--- src/rtl/dmem_arbiter.sv ---
// dmem_arbiter
//   Shares one single-port, 1-cycle synchronous-read data memory between two
//   requesters (port 0 = CPU load/store unit, port 1 = DMA/debug master).
//   Every access is sequenced by a three-state FSM (IDLE, RD, RMW).
//   Because the memory has no byte enables, byte and halfword stores become
//   read-modify-write. Misaligned accesses are answered with an error and
//   never touch memory.
//
// Ports
//   clk, rst                     clock, synchronous active-high reset
//   pN_req_valid/ready           request handshake (N = 0, 1)
//   pN_req_addr/we/size/wdata    byte address, store flag, size (00 B, 01 H,
//                                10/11 W), right-aligned store data
//   pN_rsp_valid/rdata/err       one-cycle response pulse, full aligned word,
//                                misaligned flag
//   mem_addr/wdata/we/re         memory command
//   mem_rdata                    memory read data, valid the cycle after mem_re
//
// Configuration
//   DMEM_ARB_ROUND_ROBIN_EN  defined: round-robin between the ports using a
//                            last_grant register (port 0 wins first).
//                            undefined: fixed priority, port 0 wins.

module dmem_arbiter #(
  parameter int ADDR_W = 32,
  parameter int DATA_W = 32
) (
  input  logic              clk,
  input  logic              rst,
  input  logic              p0_req_valid,
  output logic              p0_req_ready,
  input  logic [ADDR_W-1:0] p0_req_addr,
  input  logic              p0_req_we,
  input  logic [1:0]        p0_req_size,
  input  logic [DATA_W-1:0] p0_req_wdata,
  output logic              p0_rsp_valid,
  output logic [DATA_W-1:0] p0_rsp_rdata,
  output logic              p0_rsp_err,
  input  logic              p1_req_valid,
  output logic              p1_req_ready,
  input  logic [ADDR_W-1:0] p1_req_addr,
  input  logic              p1_req_we,
  input  logic [1:0]        p1_req_size,
  input  logic [DATA_W-1:0] p1_req_wdata,
  output logic              p1_rsp_valid,
  output logic [DATA_W-1:0] p1_rsp_rdata,
  output logic              p1_rsp_err,
  output logic [ADDR_W-1:0] mem_addr,
  output logic [DATA_W-1:0] mem_wdata,
  output logic              mem_we,
  output logic              mem_re,
  input  logic [DATA_W-1:0] mem_rdata
);

  typedef enum logic [1:0] {IDLE, RD, RMW} state_t;

  state_t state_reg, state_next;

  // Arbitration and the selected request
  logic              grant;
  logic              any_valid;
  logic              handshake;
  logic [ADDR_W-1:0] sel_addr;
  logic              sel_we;
  logic [1:0]        sel_size;
  logic [DATA_W-1:0] sel_wdata;
  logic              sel_misaligned;

  // Request held across RD/RMW
  logic              port_reg;
  logic              rmw_reg;
  logic [ADDR_W-1:0] addr_reg;
  logic [1:0]        size_reg;
  logic [15:0]       wdata_reg;
  logic              capture;

  // Registered acks/errors, one-hot by port
  logic [1:0]        rsp_valid_reg, rsp_valid_next;
  logic              rsp_err_reg, rsp_err_next;

  logic [DATA_W-1:0] merged;
  logic              rd_load;

  assign any_valid = p0_req_valid | p1_req_valid;
  assign handshake = (state_reg == IDLE) && !rst && any_valid;

`ifdef DMEM_ARB_ROUND_ROBIN_EN
  logic last_grant_reg;

  // Under contention the port that did not win last time goes next.
  always_comb begin
    if (p0_req_valid && p1_req_valid) begin
      grant = ~last_grant_reg;
    end else begin
      grant = ~p0_req_valid;
    end
  end

  always_ff @(posedge clk) begin
    if (rst) begin
      last_grant_reg <= 1'b1;
    end else if (handshake) begin
      last_grant_reg <= grant;
    end
  end
`else
  // Port 0 wins whenever it is valid.
  assign grant = ~p0_req_valid;
`endif

  assign p0_req_ready = (state_reg == IDLE) && !rst && p0_req_valid && !grant;
  assign p1_req_ready = (state_reg == IDLE) && !rst && p1_req_valid && grant;

  assign sel_addr  = grant ? p1_req_addr  : p0_req_addr;
  assign sel_we    = grant ? p1_req_we    : p0_req_we;
  assign sel_size  = grant ? p1_req_size  : p0_req_size;
  assign sel_wdata = grant ? p1_req_wdata : p0_req_wdata;

  always_comb begin
    case (sel_size)
      2'b00:   sel_misaligned = 1'b0;
      2'b01:   sel_misaligned = sel_addr[0];
      default: sel_misaligned = (sel_addr[1:0] != 2'b00);
    endcase
  end

  // Lane merge for the write half of a read-modify-write: the addressed byte
  // or halfword comes from the held store data, every other lane from memory.
  for (genvar gi = 0; gi < 4; gi++) begin : g_lane
    logic byte_hit;
    logic half_hit;
    assign byte_hit = (size_reg == 2'b00) && (addr_reg[1:0] == 2'(gi));
    assign half_hit = (size_reg == 2'b01) && (addr_reg[1] == 1'(gi / 2));
    assign merged[8*gi +: 8] = byte_hit ? wdata_reg[7:0] :
                               half_hit ? wdata_reg[8*(gi % 2) +: 8] :
                                          mem_rdata[8*gi +: 8];
  end

  always_comb begin
    state_next     = state_reg;
    mem_we         = 1'b0;
    mem_re         = 1'b0;
    mem_addr       = '0;
    mem_wdata      = '0;
    rsp_valid_next = 2'b00;
    rsp_err_next   = 1'b0;
    capture        = 1'b0;
    case (state_reg)
      IDLE: begin
        if (handshake) begin
          if (sel_misaligned) begin
            rsp_valid_next = grant ? 2'b10 : 2'b01;
            rsp_err_next   = 1'b1;
          end else if (sel_we && sel_size[1]) begin
            // Full-word store goes straight to memory; ack next cycle.
            mem_we         = 1'b1;
            mem_addr       = sel_addr;
            mem_wdata      = sel_wdata;
            rsp_valid_next = grant ? 2'b10 : 2'b01;
          end else begin
            // Load, or the read half of a sub-word store.
            mem_re     = 1'b1;
            mem_addr   = sel_addr;
            capture    = 1'b1;
            state_next = RD;
          end
        end
      end
      RD: begin
        if (rmw_reg) begin
          mem_we         = 1'b1;
          mem_addr       = addr_reg;
          mem_wdata      = merged;
          rsp_valid_next = port_reg ? 2'b10 : 2'b01;
          state_next     = RMW;
        end else begin
          state_next = IDLE;
        end
      end
      RMW: begin
        state_next = IDLE;
      end
      default: begin
        state_next = IDLE;
      end
    endcase
    // Nothing reaches memory while reset is held, so an interrupted RMW
    // cannot write a half-merged word.
    if (rst) begin
      mem_we    = 1'b0;
      mem_re    = 1'b0;
      mem_addr  = '0;
      mem_wdata = '0;
    end
  end

  always_ff @(posedge clk) begin
    if (rst) begin
      state_reg <= IDLE;
    end else begin
      state_reg <= state_next;
    end
  end

  always_ff @(posedge clk) begin
    if (rst) begin
      port_reg      <= 1'b0;
      rmw_reg       <= 1'b0;
      addr_reg      <= '0;
      size_reg      <= 2'b00;
      wdata_reg     <= '0;
      rsp_valid_reg <= 2'b00;
      rsp_err_reg   <= 1'b0;
    end else begin
      rsp_valid_reg <= rsp_valid_next;
      rsp_err_reg   <= rsp_err_next;
      if (capture) begin
        port_reg  <= grant;
        rmw_reg   <= sel_we;
        addr_reg  <= sel_addr;
        size_reg  <= sel_size;
        wdata_reg <= sel_wdata[15:0];
      end
    end
  end

  // Load data is passed straight through from memory in the RD cycle.
  assign rd_load = (state_reg == RD) && !rmw_reg && !rst;

  assign p0_rsp_valid = !rst && (rsp_valid_reg[0] || (rd_load && !port_reg));
  assign p1_rsp_valid = !rst && (rsp_valid_reg[1] || (rd_load && port_reg));
  assign p0_rsp_err   = !rst && rsp_valid_reg[0] && rsp_err_reg;
  assign p1_rsp_err   = !rst && rsp_valid_reg[1] && rsp_err_reg;
  assign p0_rsp_rdata = (rd_load && !port_reg) ? mem_rdata : '0;
  assign p1_rsp_rdata = (rd_load && port_reg) ? mem_rdata : '0;

endmodule

--- config.mk ---
export PLATFORM = sky130hd
export DESIGN_NAME = dmem_arbiter
export DESIGN_NICKNAME = d
export VERILOG_FILES = /design/src/rtl/dmem_arbiter.sv
export SDC_FILE = /design/constraint.sdc
export NUM_CORES = 1
export LEC_CHECK = 0
export BUFFER_PORTS_ARGS = -buffer_cell sky130_fd_sc_hd__clkbuf_2
export CAP_MARGIN = 10
export CELL_PAD_IN_SITES_DETAIL_PLACEMENT = 0
export CELL_PAD_IN_SITES_GLOBAL_PLACEMENT = 1
export CORE_MARGIN = 2
export CORE_UTILIZATION = 31
export DETAILED_ROUTE_END_ITERATION = 8
export GPL_TIMING_DRIVEN = 0
export PLACE_DENSITY = 0.95
export SLEW_MARGIN = 20
export SYNTH_ARGS = -nofsm -noshare
export SYNTH_HDL_FRONTEND = slang
export SYNTH_SLANG_ARGS = --single-unit
--- constraint.sdc ---
create_clock -name clk -period 6.8 [get_ports clk]
set_clock_uncertainty 0.05 [all_clocks]
set_input_delay 1.36 -clock clk [delete_from_list [all_inputs] [get_ports clk]]
set_output_delay 1.36 -clock clk [all_outputs]
set_load 0.02 [all_outputs]
==> flow_metrics.py, run 1 <==
metrics = {
    "status": {
        "status": "completed",
    },
    "drt": {
        "first_pass_iters": 6,
        "drt-met1-wl_um": 7800,
        "dr.first_iter.drc_count": 286,
        "topRoutingLayerUsed": "met4",
        "route.met3.wl_um": 1670,
        "drtAntennaViolNets": 0,
        "wl_um": 19400,
        "vias_per_cell": 5.08,
        "wire_per_inst_um": 18.6,
        "via_count": 5306,
        "drc": 0,
        "met2WireLength_um": 9610,
    },
    "floorplan": {
        "num_rows": 43,
        "start_util": 0.317,
        "die_x_um": 123,
        "ios": 306,
        "die-area_um2": 15200,
        "coreArea_um2": 13900,
        "die_h_um": 123,
    },
    "setup_path": {
        "cp.required_ps": 5390,
        "arrival_ps": 3860,
        "crit_type": "in -> out",
        "cp_cell_sequence": "clkbuf_2 > nand2b_1 > o22ai_1 > or3_1 > clkbuf_1 > clkbuf_1 > o22ai_1 > clkbuf_2",
        "end_kind": "primary output",
        "slowest_delay_ps": 540,
        "crit_path_start_kind": "primary input",
        "cp_max_fo": 10,
        "critPathSlowestCell": "clkbuf_1",
        "reg2reg_slack_ps": 4730,
    },
    "logic_synthesis": {
        "synth_nets": 716,
        "synth_seq_cells": 57,
        "synth_cells": 546,
        "ys_seq_area_frac": 0.258,
        "ys_types": 42,
        "synth_flop_cell": "dfxtp_1",
        "syn_area_um2": 4420,
        "synth_edf_count": 0,
        "syn-mean-instance-area_um2": 8.10,
        "synth-async-reset-ratio": 0,
        "yosys_warnings": 0,
    },
    "timing": {
        "setup_viol": 0,
        "drv_slew": 0,
        "worst_pin_slew_ps": 1070,
        "hold_viol_final": 0,
        "fin_crit_ps": 5270,
        "fmax_mhz": 190,
        "max-slew-margin-rel": 0.287,
        "final.setup.tns_ps": 0,
        "rsz0062_at_grt": "no",
        "fin_crit_sh": 0.775,
    },
    "pwr": {
        "power_density_nw_per_um2": 169,
        "p_leak_nw": 3.51,
        "vdd_drop_max_uv": 90.8,
    },
    "cts": {
        "cts.clk_slew.worst_paths_ps": 50,
        "clk_path_buf_depth": 2,
        "clock_sinks": 57,
        "cts_setup_buffers": 0,
        "cts_hold_buf": 0,
        "htree_levels": 3,
        "cts_root_buffer": "clkbuf_16",
        "cts_resized": 0,
        "tritoncts": "built",
        "clock_latency_ps": 320,
        "cts_buffers": 9,
    },
    "global_routing": {
        "grt_max_degree": 11,
        "gr-total-overflow": 0,
        "grt_pass1_wl_um": 27700,
        "antenna_found_initial": 0,
        "grt_pass1_vias": 4918,
        "grtUsageTotal": 0.246,
    },
    "place": {
        "place.gp.congestion": 0.892,
        "io_buffers": 305,
        "place_area_um2": 6170,
        "hpwl_um": 15700,
    },
    "final_layout": {
        "area_growth_pct": 45.3,
        "nNetsFinal": 1032,
        "antenna_cells": 0,
        "largest_reg_flops": 32,
        "fin_area_um2": 6430,
        "layout.area.seq_um2": 1140,
        "drive_gt1_frac": 0.396,
        "n_fill_cell": 1473,
        "multi_input_area_um2": 2990,
        "final_util": 0.461,
    },
    "hold_path": {
        "min_path_type": "reg -> reg",
    },
    "run": {
        "cap_viol_max_count": 0,
    },
}
==> worst max-delay path, delay by kind of cell <==
kind	cells	cell delay [ps]
and+or+nand+nor	2	360
buffers and inverters	4	1380
AOI/OAI and AO/OA	2	740
==> kinds of logic (layout without fill, tap and decap cells) <==
| family | after synthesis | in the layout | share of synthesized area |
|---|---|---|---|
| and+or+nand+nor | 199 | 199 | 0.231 |
| muxes | 122 | 122 | 0.278 |
| AOI/OAI and AO/OA | 118 | 118 | 0.166 |
| DFF | 57 | 57 | 0.258 |
| buffers and inverters | 50 | 368 | 0.0665 |
==> through the flow <==
step / hold WS [ps] / std cells / setup WS [ps] / total power (W)
finish: 409 / 1044 / 1530 / 0.00109
global route: 425 / 1044 / 1330 / 0.00115
CTS: 411 / 1044 / 1580 / 0.00110
detailed placement: 403 / 1031 / 1600 / 0.000700
global placement: 394 / 1031 / 1560 / 0.000696
floorplan: 389 / 546 / 2290 / 0.000572
==> per-layer routing <==
| metal | track usage | vias up |
|---|---|---|
| met3 | 0.0641 | 15 |
| met5 | 0 | - |
| met4 | 0.0661 | 0 |
| met1 | 0.295 | 2451 |
| li1 | - | 2577 |
| met2 | 0.432 | 263 |
==> synthesized netlist by cell type, types with 3 or more instances <==
cell,count,share of area
mux2i_1,114,0.26
a22oi_1,16,0.027
a211oi_1,9,0.015
o22ai_1,33,0.047
inv_2,4,0.0034
buf_12,5,0.023
o21ai_1,31,0.035
nand2_1,83,0.070
dfxtp_1,57,0.26
nand2b_1,3,0.0042
buf_6,3,0.0076
mux2_2,8,0.020
o21ai_0,17,0.019
nor2b_1,8,0.011
nor2_1,15,0.013
and2_1,65,0.092
a21o_1,4,0.0068
nor3_1,6,0.0068
clkbuf_1,33,0.028
==> power breakdown <==
part / internal, W / leakage (nW) / switching (W)
clock: 0.000249 / 0.124 / 0.000145
sequential: 0.000365 / 0.467 / 0.0000240
combinational: 0.000134 / 2.91 / 0.000172
total: 0.000748 / 3.51 / 0.000341
==> path summary, 6_finish.rpt <==
check	startpoint	to	depth (start not counted)
setup / recovery	p0_req_valid	mem_wdata[20]	8
hold / removal	addr_reg[9]$_SDFFE_PP0P_	addr_reg[9]$_SDFFE_PP0P_	2
setup reg to reg	state_reg[1]$_SDFFE_PP0P_	addr_reg[31]$_SDFFE_PP0P_	6
hold reg to reg	addr_reg[9]$_SDFFE_PP0P_	addr_reg[9]$_SDFFE_PP0P_	2
==> cell usage in the layout, fill, tap and decap left out, types with 2 or more instances in the layout <==
cell,count
dfxtp_1,57
inv_2,4
clkbuf_1,35
o22ai_1,33
and3b_1,2
nor3b_1,2
buf_12,5
buf_6,3
buf_2,2
o21ai_1,31
clkbuf_16,9
nor3_1,6
buf_1,2
a22oi_1,16
mux2i_1,114
nand2b_1,3
a21o_1,4
a211oi_1,9
clkbuf_2,305
mux2_2,8
nor2_1,15
nand2_1,83
or3_1,2
a31o_1,2
nand3b_1,2
nor2b_1,8
and3_1,2
and2_1,65
o21ai_0,17
nor4_1,2
==> layout make-up <==
cell class	count	area share
multi-input combinational	439	0.465
timing repair buffer	305	0.238
sequential	57	0.178
buffer	45	0.0428
clock buffer	12	0.0384
tap	180	0.0350
inverter	5	0.00292
clock inverter	1	0.000779
Note: power is estimated with default switching activity, not from simulation.
==> run 2, diff against run 1 <==
CORE_UTILIZATION = 26   (was 31)
PLACE_DENSITY = 0.88   (was 0.95)
clock period = 4.42 ns   (was 6.8 ns; I/O delays follow)
==> run 2 against run 1 <==
  * Worst setup slack got worse by 1200 ps
  * Clock-buffer cell count increased by 2
  * Combinational power increased by 54%
  * Die area increased by 19%
  * Flip-flop and latch count unchanged
  * Wire length increased by 3.6%
  * First-iteration DRC count decreased by 19%
  * Worst hold slack got worse by 1.6 ps
  * Utilization decreased by 6.8 points
  * Clock power increased by 75%
  * Global-route usage decreased by 2.9 points
  * Register-to-register slack got worse by 2400 ps
  * Critical endpoint is now mem_wdata[6]
  * Largest power group unchanged
==> flow_metrics.py, run 2 (synthesis results as in run 1) <==
metrics = {
    "status": {
        "status": "completed",
    },
    "pwr": {
        "power_frac_seq": 0.340,
        "p_clk_frac": 0.393,
        "power_density_nw_per_um2": 270,
        "power.internal_w": 0.00121,
        "p_leak_nw": 3.53,
        "vdd_drop_max_uv": 151,
        "pwr-share-comb": 0.267,
        "power_switching_w": 0.000555,
        "p_total_w": 0.00176,
        "swShare": 0.315,
    },
    "drt": {
        "drc": 0,
        "drtAntennaViolNets": 0,
        "wire_per_inst_um": 18.4,
        "wl_um": 20100,
        "via_count": 5228,
        "vias_per_cell": 4.80,
        "dr.first_iter.drc_count": 233,
        "first_pass_iters": 4,
    },
    "floorplan": {
        "start_util": 0.267,
        "coreArea_um2": 16600,
        "die_h_um": 134,
        "ios": 306,
        "num_rows": 47,
        "die-area_um2": 18100,
        "die_x_um": 134,
    },
    "global_routing": {
        "grtUsageTotal": 0.216,
        "grt_pass1_wl_um": 29200,
        "grt.busiest_layer": "met2",
        "grt_pass1_vias": 4927,
        "antenna_found_initial": 3,
        "grtUsageMet3": 0.0658,
        "gr-total-overflow": 0,
        "met1_usage": 0.247,
        "grt_max_degree": 11,
        "grt_use_met2": 0.378,
    },
    "final_layout": {
        "largest_reg_flops": 32,
        "layout_commonest_cell": "clkbuf_2",
        "area_growth_pct": 47.6,
        "nNetsFinal": 1032,
        "layout_common_cells": "clkbuf_2 (306), mux2i_1 (114), nand2_1 (83)",
        "drive_gt1_frac": 0.400,
    },
    "setup_path": {
        "slowest_delay_ps": 420,
        "arrival_ps": 3180,
        "crit_type": "in -> out",
        "cp_max_fo": 10,
        "end_kind": "primary output",
        "crit_path_start_kind": "primary input",
        "cp_cell_sequence": "clkbuf_2 > and3b_1 > clkbuf_1 > or2_4 > or4b_1 > buf_2 > buf_2 > o22ai_1 > clkbuf_2",
        "cp.required_ps": 3490,
        "critPathSlowestCell": "clkbuf_1",
    },
    "timing": {
        "max-slew-margin-rel": 0.239,
        "fmax_mhz": 243,
        "fin_crit_sh": 0.931,
        "setup_viol": 0,
        "worst_pin_slew_ps": 1140,
        "rsz0062_at_grt": "no",
        "fin_crit_ps": 4120,
        "hold_viol_final": 0,
        "drv_slew": 0,
        "final.setup.tns_ps": 0,
        "timing.hold.ws_ps": 408,
    },
    "place": {
        "hpwl_um": 16300,
        "place.gp.congestion": 0.900,
        "io_buffers": 305,
    },
    "cts": {
        "cts_root_buffer": "clkbuf_16",
        "cts_setup_buffers": 0,
        "tritoncts": "built",
        "clk_path_buf_depth": 2,
        "cts.clk_slew.worst_paths_ps": 50,
        "cts_buffers": 9,
        "htree_levels": 3,
        "clock_sinks": 57,
        "cts_hold_buf": 0,
        "clock_latency_ps": 340,
        "cts_resized": 0,
    },
    "hold_path": {
        "min_path_type": "reg -> reg",
    },
    "run": {
        "cap_viol_max_count": 0,
    },
}
## run 2: cell types whose count changed in the layout (fill, tap and decap cells not counted)
cell      before  now
clkbuf_8       1    4
diode_2        0    3
clkbuf_1      35   33
clkbuf_2     305  306
clkinv_2       1    2
## run 2: worst paths after layout
kind / cells past startpoint / slack (ps) / startpoint / to
setup reg to reg: 6 / 2340 / state_reg[0]$_SDFFE_PP0P_ / addr_reg[4]$_SDFFE_PP0P_
hold reg to reg: 2 / 410 / addr_reg[10]$_SDFFE_PP0P_ / addr_reg[10]$_SDFFE_PP0P_
setup / recovery: 9 / 300 / p0_req_valid / mem_wdata[6]
hold / removal: 2 / 410 / addr_reg[10]$_SDFFE_PP0P_ / addr_reg[10]$_SDFFE_PP0P_
## run 2: per-stage QoR
stage / cells / utilization / worst slack (ps) / area (um^2)
6_report: 1090 / 0.394 / 304 / 6530
5_1_grt: 1090 / 0.394 / 43.0 / 6530
4_1_cts: 1087 / 0.393 / 65.3 / 6520
3_5_place_dp: 1071 / 0.375 / 81.9 / 6220
3_3_place_gp: 1071 / 0.375 / 92.6 / 6220
2_1_floorplan: 546 / - / 866 / 4420
## run 2: power by group through the flow
stage | registers (W) | clock network, W | logic [W]
floorplan | 0.000592 | 0 | 0.000288
global route | 0.000603 | 0.000727 | 0.000512
CTS | 0.000597 | 0.000711 | 0.000474
detailed placement | 0.000608 | 0 | 0.000473
global placement | 0.000606 | 0 | 0.000468
finish | 0.000598 | 0.000692 | 0.000470
## run 2: area by class of cell
class                           instances  area [um^2]
Multi-Input combinational cell        439         2990
Tap cell                              220          275
Sequential cell                        57         1140
Clock inverter                          2         10.0
Buffer                                 45          277
Timing Repair Buffer                  305         1530
Clock buffer                           14          284
Fill cell                            1812        10100
Inverter                                5         18.8
Antenna cell                            3         7.51
## run 2: critical path: cells and delay by family
family          cells  cell delay, ps
compound gates      1             240
buf+inv             5            1170
simple gates        3             870
## run 2: routing by layer
| layer | share of wire | wire length, um | vias up |
|---|---|---|---|
| li1 | - | - | 2586 |
| met5 | 0 | 0 | - |
| met4 | 0.022 | 446 | 0 |
| met3 | 0.090 | 1800 | 22 |
| met1 | 0.40 | 8030 | 2370 |
| met2 | 0.49 | 9790 | 250 |
==> run 3, diff against run 2 <==
BUFFER_PORTS_ARGS = -buffer_cell sky130_fd_sc_hd__buf_4   (was -buffer_cell sky130_fd_sc_hd__clkbuf_2)
==> run 3 against run 2 <==
  * Cell count decreased by 0.46%
  * Clock power down 7.9%
  * Via count grew 1.6%
  * Combinational power is 13% higher
  * Non-clock buffer count unchanged
  * Sequential power is essentially flat
  * Critical path depth decreased by 1
  * Flip-flop and latch count is the same
==> flow_metrics.py, run 3 (synthesis results as in run 1) <==
metrics = {
    "hold_path": {
        "hold_path_end": "addr_reg[4]$_SDFFE_PP0P_",
        "min_delay_path_depth": 2,
        "min_path_type": "reg -> reg",
        "min_from": "addr_reg[4]$_SDFFE_PP0P_",
    },
    "final_layout": {
        "final_util": 0.438,
        "n_fill_cell": 1720,
        "area_growth_pct": 64.1,
        "drive_gt1_frac": 0.398,
        "layout_common_cells": "buf_4 (305), mux2i_1 (114), nand2_1 (83)",
        "layout_commonest_cell": "buf_4",
        "antenna_cells": 0,
        "largest_reg_flops": 32,
        "stdcell_count": 1085,
        "nNetsFinal": 1032,
    },
    "drt": {
        "vias_per_cell": 4.90,
        "via_count": 5312,
        "first_pass_iters": 5,
        "wire_per_inst_um": 18.9,
        "drc": 0,
        "dr.first_iter.drc_count": 285,
        "drtAntennaViolNets": 0,
        "wl_um": 20500,
    },
    "setup_path": {
        "cp.required_ps": 3490,
        "r2r-end": "addr_reg[8]$_SDFFE_PP0P_",
        "end_kind": "primary output",
        "arrival_ps": 3260,
        "r2r-start": "state_reg[0]$_SDFFE_PP0P_",
        "crit_type": "in -> out",
        "crit_path_start_kind": "primary input",
        "reg2reg_depth": 6,
        "reg2reg_slack_ps": 2360,
        "cp_cell_sequence": "buf_4 > nand2b_1 > o22ai_1 > or3_1 > clkbuf_1 > clkbuf_1 > o21ai_1 > buf_4",
        "slowest_delay_ps": 560,
        "critPathSlowestCell": "o22ai_1",
        "cp_max_fo": 10,
    },
    "timing": {
        "fin_crit_sh": 0.949,
        "worst_pin_slew_ps": 1020,
        "postLayoutSetupSlackWorst_ps": 224,
        "fin_crit_ps": 4200,
        "hold_viol_final": 0,
        "final.setup.tns_ps": 0,
        "setup_viol": 0,
        "rsz0062_at_grt": "no",
        "fmax_mhz": 238,
        "drv_slew": 0,
        "max-slew-margin-rel": 0.313,
    },
    "floorplan": {
        "die-area_um2": 18100,
        "die_h_um": 134,
        "coreArea_um2": 16600,
        "start_util": 0.267,
        "ios": 306,
        "die_x_um": 134,
        "num_rows": 47,
    },
    "cts": {
        "tritoncts": "built",
        "clock_latency_ps": 320,
        "htree_levels": 3,
        "clock_sinks": 57,
        "cts_root_buffer": "clkbuf_16",
        "cts_setup_buffers": 0,
        "cts_buffers": 9,
        "clk_path_buf_depth": 2,
        "cts.clk_slew.worst_paths_ps": 50,
    },
    "pwr": {
        "vdd_drop_max_uv": 130,
        "power_density_nw_per_um2": 244,
        "p_leak_nw": 3.73,
    },
    "global_routing": {
        "grt_pass1_vias": 5221,
        "grt_max_degree": 11,
        "grtUsageTotal": 0.221,
        "grt_pass1_wl_um": 30500,
        "gr-total-overflow": 0,
        "antenna_found_initial": 0,
    },
    "run": {
        "cap_viol_max_count": 0,
    },
    "place": {
        "hpwl_um": 16600,
        "dp_slack_ps": 71.8,
        "place_inst": 1071,
        "io_buffers": 305,
        "place.gp.congestion": 0.872,
    },
    "status": {
        "status": "completed",
    },
}
run 3: changes by cell type in the layout (fill, tap and decap cells not counted):
cell / change
buf_4: +305
clkbuf_1: +2
clkbuf_2: -305
clkbuf_8: -2
clkinv_2: -2
diode_2: -3
nor3b_1: -1
nor3b_2: +1
run 3: how the worst max path moves through the flow:
| stage | startpoint | endpoint | slack, ps | cells past startpoint |
|---|---|---|---|---|
| floorplan | p0_req_valid | mem_we | 870 | 6 |
| global placement | p0_req_valid | mem_wdata[18] | 120 | 8 |
| detailed placement | p0_req_valid | mem_wdata[18] | 70 | 8 |
| CTS | p0_req_valid | mem_wdata[18] | 60 | 8 |
| global route | p0_req_valid | mem_addr[17] | 90 | 8 |
| finish | p0_req_valid | mem_addr[17] | 220 | 8 |
run 3: repair_timing:
| item | in CTS | in global routing |
|---|---|---|
| hold buffers | 0 | 0 |
| setup endpoints to repair | 0 | 9 |
| gates resized for setup | 0 | 2 |
run 3: through the flow:
stage,instance area [um^2],total power (W),hold WS (ps)
final,7260,0.00177,411
after global routing,7260,0.00186,426
after CTS,7250,0.00179,412
after detailed placement,6990,0.00114,406
after global placement,6990,0.00113,394
after floorplan,4420,0.000880,389
run 3: layer usage:
layer  up-vias  GRT usage  part of all wire
met5         -          0                 0
met4         0     0.0614             0.018
met3        22     0.0718             0.092
met2       239      0.390              0.49
met1      2474      0.257              0.40
li1       2577          -                 -
run 3: critical path, delay by kind of cell:
kind            cells  cell delay [ps]
compound gates      2              760
buf+inv             4             1260
simple gates        2              360
run 3: where the power goes:
| group | switching [W] | internal [W] | total [W] |
|---|---|---|---|
| clock | 0.000233 | 0.000404 | 0.000637 |
| sequential | 0.0000376 | 0.000561 | 0.000599 |
| combinational | 0.000266 | 0.000266 | 0.000532 |
| total | 0.000536 | 0.00123 | 0.00177 |
run 3: cell type report:
cell class	instances	area (um^2)	share of cell area
well taps	220	275	0.0379
repair buffers	305	2290	0.315
flip-flops and latches	57	1140	0.157
multi-input cells	439	2990	0.412
inverters	5	18.8	0.00259
plain buffers	45	277	0.0381
clock buffers	14	264	0.0364
